`src/rtl/io_bridge_pkg.sv`:
```
// rtl/io_bridge_pkg.sv - shared types and constants for the PS/2 / LCD I/O bridge
package io_bridge_pkg;

    // LCD drain FSM states
    typedef enum logic {
        ST_IDLE = 1'b0,
        ST_WAIT = 1'b1
    } drain_state_e;

    localparam int PS2_W         = 8;
    localparam int DEF_DATA_W    = 32;
    localparam int DEF_KEY_DEPTH = 8;
    localparam int DEF_LCD_DEPTH = 4;
    localparam int DEF_LCD_GAP   = 2;

endpackage

```
`src/rtl/io_sync_fifo.sv`:
```
// rtl/io_sync_fifo.sv - show-ahead synchronous FIFO allowing push and pop together when full
module io_sync_fifo #(
    parameter int WIDTH = 8,
    parameter int DEPTH = 8
) (
    input  logic                       clock,
    input  logic                       reset,
    input  logic                       push,
    input  logic                       pop,
    input  logic [WIDTH-1:0]           wdata,
    output logic [WIDTH-1:0]           rdata,
    output logic                       full,
    output logic                       empty,
    output logic [$clog2(DEPTH):0]     count
);

    localparam int AW = (DEPTH > 1) ? $clog2(DEPTH) : 1;
    localparam int CW = $clog2(DEPTH) + 1;

    logic [WIDTH-1:0] mem_q [DEPTH];
    logic [WIDTH-1:0] mem_d [DEPTH];
    logic [AW-1:0]    wr_ptr_q, wr_ptr_d;
    logic [AW-1:0]    rd_ptr_q, rd_ptr_d;
    logic [CW-1:0]    count_q, count_d;
    logic             do_push;
    logic             do_pop;

    assign full  = (count_q == CW'(DEPTH));
    assign empty = (count_q == '0);
    assign count = count_q;
    assign rdata = mem_q[rd_ptr_q];

    // A pop frees the slot a same-cycle push needs, so a full FIFO still accepts it
    always_comb begin
        do_pop   = pop & ~empty;
        do_push  = push & (~full | do_pop);
        mem_d    = mem_q;
        if (do_push) begin
            mem_d[wr_ptr_q] = wdata;
        end
        wr_ptr_d = wr_ptr_q + AW'(do_push);
        rd_ptr_d = rd_ptr_q + AW'(do_pop);
        count_d  = count_q + CW'(do_push) - CW'(do_pop);
    end

    // Storage, pointers and occupancy registers
    always_ff @(posedge clock or posedge reset) begin
        if (reset) begin
            mem_q    <= '{default: '0};
            wr_ptr_q <= '0;
            rd_ptr_q <= '0;
            count_q  <= '0;
        end else begin
            mem_q    <= mem_d;
            wr_ptr_q <= wr_ptr_d;
            rd_ptr_q <= rd_ptr_d;
            count_q  <= count_d;
        end
    end

endmodule

```
`src/rtl/ps2_lcd_io_bridge.sv`:
```
// rtl/ps2_lcd_io_bridge.sv - PS/2 key capture FIFO and paced LCD write FIFO for the processor
module ps2_lcd_io_bridge
    import io_bridge_pkg::*;
#(
    parameter int DATA_W    = DEF_DATA_W,
    parameter int KEY_DEPTH = DEF_KEY_DEPTH,
    parameter int LCD_DEPTH = DEF_LCD_DEPTH,
    parameter int LCD_GAP   = DEF_LCD_GAP
) (
    input  logic              clock,
    input  logic              reset,
    input  logic              ps2_key_pressed,
    input  logic [PS2_W-1:0]  ps2_out,
    input  logic              proc_key_rd,
    output logic              proc_key_valid,
    output logic [PS2_W-1:0]  proc_key_data,
    input  logic              proc_lcd_write,
    input  logic [DATA_W-1:0] proc_lcd_data,
    output logic              proc_lcd_full,
    input  logic              lcd_busy,
    output logic              lcd_write,
    output logic [DATA_W-1:0] lcd_data,
    input  logic              status_clr,
    output logic              key_ovf,
    output logic              lcd_ovf
);

    localparam int GW = $clog2(LCD_GAP) + 1;

    logic                     key_prev_q, key_prev_d;
    logic                     key_push, key_pop;
    logic [PS2_W-1:0]         key_head;
    logic                     key_full, key_empty;
    logic [$clog2(KEY_DEPTH):0] key_count;

    logic                     lcd_pop;
    logic [DATA_W-1:0]        lcd_head;
    logic                     lcd_full_w, lcd_empty;
    logic [$clog2(LCD_DEPTH):0] lcd_count;

    drain_state_e             state_q, state_d;
    logic [GW-1:0]            gap_q, gap_d;
    logic                     lcd_write_q, lcd_write_d;
    logic [DATA_W-1:0]        lcd_data_q, lcd_data_d;
    logic                     key_ovf_q, key_ovf_d;
    logic                     lcd_ovf_q, lcd_ovf_d;

    io_sync_fifo #(.WIDTH(PS2_W), .DEPTH(KEY_DEPTH)) u_key_fifo (
        .clock (clock),
        .reset (reset),
        .push  (key_push),
        .pop   (key_pop),
        .wdata (ps2_out),
        .rdata (key_head),
        .full  (key_full),
        .empty (key_empty),
        .count (key_count)
    );

    io_sync_fifo #(.WIDTH(DATA_W), .DEPTH(LCD_DEPTH)) u_lcd_fifo (
        .clock (clock),
        .reset (reset),
        .push  (proc_lcd_write),
        .pop   (lcd_pop),
        .wdata (proc_lcd_data),
        .rdata (lcd_head),
        .full  (lcd_full_w),
        .empty (lcd_empty),
        .count (lcd_count)
    );

    assign proc_key_valid = (key_count != '0);
    assign proc_key_data  = key_empty ? '0 : key_head;
    assign proc_lcd_full  = (lcd_count == ($clog2(LCD_DEPTH)+1)'(LCD_DEPTH));
    assign lcd_write      = lcd_write_q;
    assign lcd_data       = lcd_data_q;
    assign key_ovf        = key_ovf_q;
    assign lcd_ovf        = lcd_ovf_q;

    // Key side: one push per strobe rising edge, pop only when something is there
    always_comb begin
        key_prev_d = ps2_key_pressed;
        key_push   = ps2_key_pressed & ~key_prev_q;
        key_pop    = proc_key_rd & ~key_empty;
    end

    // Drain FSM: pop into the output register, then hold off for the gap
    always_comb begin
        state_d     = state_q;
        gap_d       = gap_q;
        lcd_pop     = 1'b0;
        lcd_write_d = 1'b0;
        lcd_data_d  = lcd_data_q;
        case (state_q)
            ST_IDLE: begin
                if (!lcd_empty && !lcd_busy) begin
                    lcd_pop     = 1'b1;
                    lcd_write_d = 1'b1;
                    lcd_data_d  = lcd_head;
                    gap_d       = GW'(LCD_GAP - 1);
                    state_d     = (LCD_GAP == 1) ? ST_IDLE : ST_WAIT;
                end
            end
            ST_WAIT: begin
                gap_d = gap_q - GW'(1);
                if (gap_q <= GW'(1)) begin
                    state_d = ST_IDLE;
                end
            end
            default: state_d = ST_IDLE;
        endcase
    end

    // Sticky drop flags; a clear wins over a same-cycle drop
    always_comb begin
        key_ovf_d = key_ovf_q | (key_push & key_full & ~key_pop);
        lcd_ovf_d = lcd_ovf_q | (proc_lcd_write & lcd_full_w & ~lcd_pop);
        if (status_clr) begin
            key_ovf_d = 1'b0;
            lcd_ovf_d = 1'b0;
        end
    end

    // State, output and flag registers
    always_ff @(posedge clock or posedge reset) begin
        if (reset) begin
            key_prev_q  <= 1'b0;
            state_q     <= ST_IDLE;
            gap_q       <= '0;
            lcd_write_q <= 1'b0;
            lcd_data_q  <= '0;
            key_ovf_q   <= 1'b0;
            lcd_ovf_q   <= 1'b0;
        end else begin
            key_prev_q  <= key_prev_d;
            state_q     <= state_d;
            gap_q       <= gap_d;
            lcd_write_q <= lcd_write_d;
            lcd_data_q  <= lcd_data_d;
            key_ovf_q   <= key_ovf_d;
            lcd_ovf_q   <= lcd_ovf_d;
        end
    end

endmodule

```
`config.mk`:
```
export PLATFORM = sky130hd
export DESIGN_NAME = ps2_lcd_io_bridge
export DESIGN_NICKNAME = d
export VERILOG_FILES = /design/src/rtl/io_bridge_pkg.sv /design/src/rtl/io_sync_fifo.sv /design/src/rtl/ps2_lcd_io_bridge.sv
export SDC_FILE = /design/constraint.sdc
export NUM_CORES = 1
export LEC_CHECK = 0
export CAP_MARGIN = 20
export CORE_UTILIZATION = 50
export DETAILED_ROUTE_END_ITERATION = 6
export PLACE_DENSITY = 0.74
export SYNTH_ARGS = -nofsm -noshare
export SYNTH_HDL_FRONTEND = slang
export SYNTH_HIERARCHICAL = 1
export SYNTH_SLANG_ARGS = --single-unit
export TNS_END_PERCENT = 5
```
`constraint.sdc`:
```
create_clock -name clock -period 6.45 [get_ports clock]
set_clock_uncertainty 0.05 [all_clocks]
set_input_delay 1.29 -clock clock [delete_from_list [all_inputs] [get_ports clock]]
set_output_delay 1.29 -clock clock [all_outputs]
set_load 0.005 [all_outputs]
```
==> results.md <==
* Status: finished, final reports clean
* Cts hold-fix bufs at 0
* Startpoint Class: flip-flop
* Setup TNS at 0 ns
* Root Buffer: clkbuf_16
* Synth Cell Area at 11100 um^2
* Post-DP HPWL at 14000 um
* Die height at 151 um
* Tcrit/Tclk final at 0.636
* Ys flop type: dfrtp_1
* Nets@finish at 825
* GRT Overall Usage at 0.207
* Clk sink count at 248
* Starting Density at 0.509
* Final GP Congestion at 0.782
* Clock H-tree levels at 1
* Grt total ovfl at 0
* Pwr/cell area at 536 nW/um^2
* CTS tree: yes
* Min Tclk post-route at 4.10 ns
* Slowest CP cell: dfrtp_1
* Core area at 21800 um^2
* # IOs at 92
* Max Cap Viol at 0
* Std-Cell Rows at 54
* Vias in the first global route at 6682
* Layout area overhead at 18.5%
* Final ANT Viol Nets at 0
* Final Instance Area at 13100 um^2
* Lkg Pwr at 5.60 nW
* Hold_sp: u_key_fifo/mem_q[8]
* Count leader, synth: dfrtp_1
* Drt total wl at 22300 um
* Post-synth top area share at 0.561
* Mapped Avg Cell Area at 16.7 um^2
* Fin Hold WS at 0.445 ns
* Postcts setup bufs at 0
* Drt wl/cell at 21.0 um
* Sequential share of the synthesized area at 0.561
* Post-synth EDFFs at 0
* N_diodes at 0
* DRT iter0 DRCs at 203
* Top cells by area, synth: dfrtp_1, mux2_2, mux4_2, mux2_4, ha_1
* FMAX at 244 MHz
* Crit path required time at 5.11 ns
* Crit path max fanout at 12
* Die area at 22700 um^2
* Post-synthesis register bit count at 248
* Layout cell share with drive strength beyond 1 at 0.440
* Peak VDD IR at 0.000248 V
* WP data arrival at 2.76 ns
* TritonCTS buffer count at 27
* PostCTS Resize Cnt at 0
* Synthesized Nets at 727
* Tightest Pin Transition at 0.966 ns
* Hold Path Class: reg2reg
* Final hold vios at 0
* First-pass GRT wire length at 36000 um
* Clock buffer depth at 3
* Crit path largest cell delay at 0.63 ns
* WS Path Type: reg2out
* Initial antenna violation count at 1
* Critical Path Start: u_key_fifo/rd_ptr_q[0]
* Synth Instances at 664
* Synth cell count leaders: dfrtp_1, mux2_2, mux4_2
* Vias at 5966
* RSZ-0062 raised after global routing: false
* Crit path cell chain: buf_16, mux4_2, mux2_2, nor2b_1, clkdlybuf4s50_1
* Pins Over Slew Limit at 0
* Die width at 151 um
* Routed vias/inst at 5.62
* Post-synth top area cell: dfrtp_1
* Netlist cell types at 48
* Number of remaining DRC errors at 0
* Ys Warns at 6
* Reg2reg start: u_lcd_fifo/count[1]
* Port Buffer Count at 91
* Placed inst area at 12200 um^2
* FFs w/ async S/R, synth at 1.00
* Reg2reg setup slack at 3.23 ns
* Post-layout util at 0.603
* Pin count of the biggest net entering global routing at 75
* DR pass1 iterations at 4
* Worst-path clk slew at 0.06 ns
* Slew headroom at 0.356
* Clock latency on the worst-skew pair at 0.52 ns
* Final setup fails at 0
* Crit end category: output pin
-- flip-flops by register name, indices dropped and copies added (netlist names), 2 cells and up --
signal / count
gap_q: 2
lcd_data: 32
u_key_fifo/count: 4
u_key_fifo/mem_q: 64
u_key_fifo/rd_ptr_q: 3
u_key_fifo/wr_ptr_q: 3
u_lcd_fifo/count: 3
u_lcd_fifo/mem_q: 128
u_lcd_fifo/rd_ptr_q: 2
u_lcd_fifo/wr_ptr_q: 2
-- metal layers --
layer  up-vias  part of all wire  global-route usage
li1       2650                 -                   -
met1      3167              0.44               0.279
met2       116              0.50               0.341
met3        33             0.045              0.0418
met4         0             0.021              0.0595
met5         -                 0                   0
-- path summary, 6_finish.rpt --
check,end,cells after the start
worst max-delay path,proc_key_data[1],5
worst min-delay path,u_key_fifo/mem_q[8],1
worst max register to register,u_lcd_fifo/mem_q[114],6
worst min register to register,u_key_fifo/mem_q[8],1
max in group asynchronous,u_lcd_fifo/mem_q[64],3
min in group asynchronous,lcd_data[8],2
-- through the flow --
stage          total power, mW  cells  worst slack [ns]
2_1_floorplan             4.70    664              1.50
3_3_place_gp              5.38   1011              2.47
3_5_place_dp              5.57   1011              2.42
4_1_cts                   7.09   1060              1.97
5_1_grt                   7.45   1062              2.24
6_report                  7.03   1062              2.35
-- placed cells by master (no fill, tap or decap), types with 7 or more instances in the layout --
cell type and instances:
nand2_1 7, dfrtp_1 246, clkbuf_1 9, inv_1 14
buf_4 9, clkinv_2 7, clkbuf_16 27, mux2_2 196
mux4_2 48, mux2_4 30, ha_1 14, clkdlybuf4s50_1 91
nor2b_1 12
-- power by group --
group	internal (mW)	total, mW	switching [mW]
logic	1.76	2.63	0.864
registers	2.35	2.92	0.576
clock network	0.886	1.48	0.595
-- layout make-up --
type                            instances  area [um^2]
Clock buffer                           39          751
Clock inverter                         10          104
Fill cell                            1585         8640
Inverter                               18         70.1
Multi-Input combinational cell        365         4600
Sequential cell                       248         6210
Tap cell                              280          350
Timing Repair Buffer                  102         1030
-- critical path: cells and delay by family (launching register included) --
family	cells	cell delay [ns]
flip-flops	1	0.63
multiplexers	2	0.82
AND/OR/NAND/NOR	1	0.13
buffers and inverters	2	0.65
-- logic make-up after synthesis --
kind of cell | Yosys count | share of synthesized area
muxes | 280 | 0.344
xor gates and xnor gates | 8 | 0.00633
adders and majority gates | 16 | 0.0195
buffers and inverters | 51 | 0.0251
and+or+nand+nor | 40 | 0.0267
AOI/OAI and AO/OA | 21 | 0.0175
DFF | 248 | 0.561
Note: power is estimated with default switching activity, not from simulation.
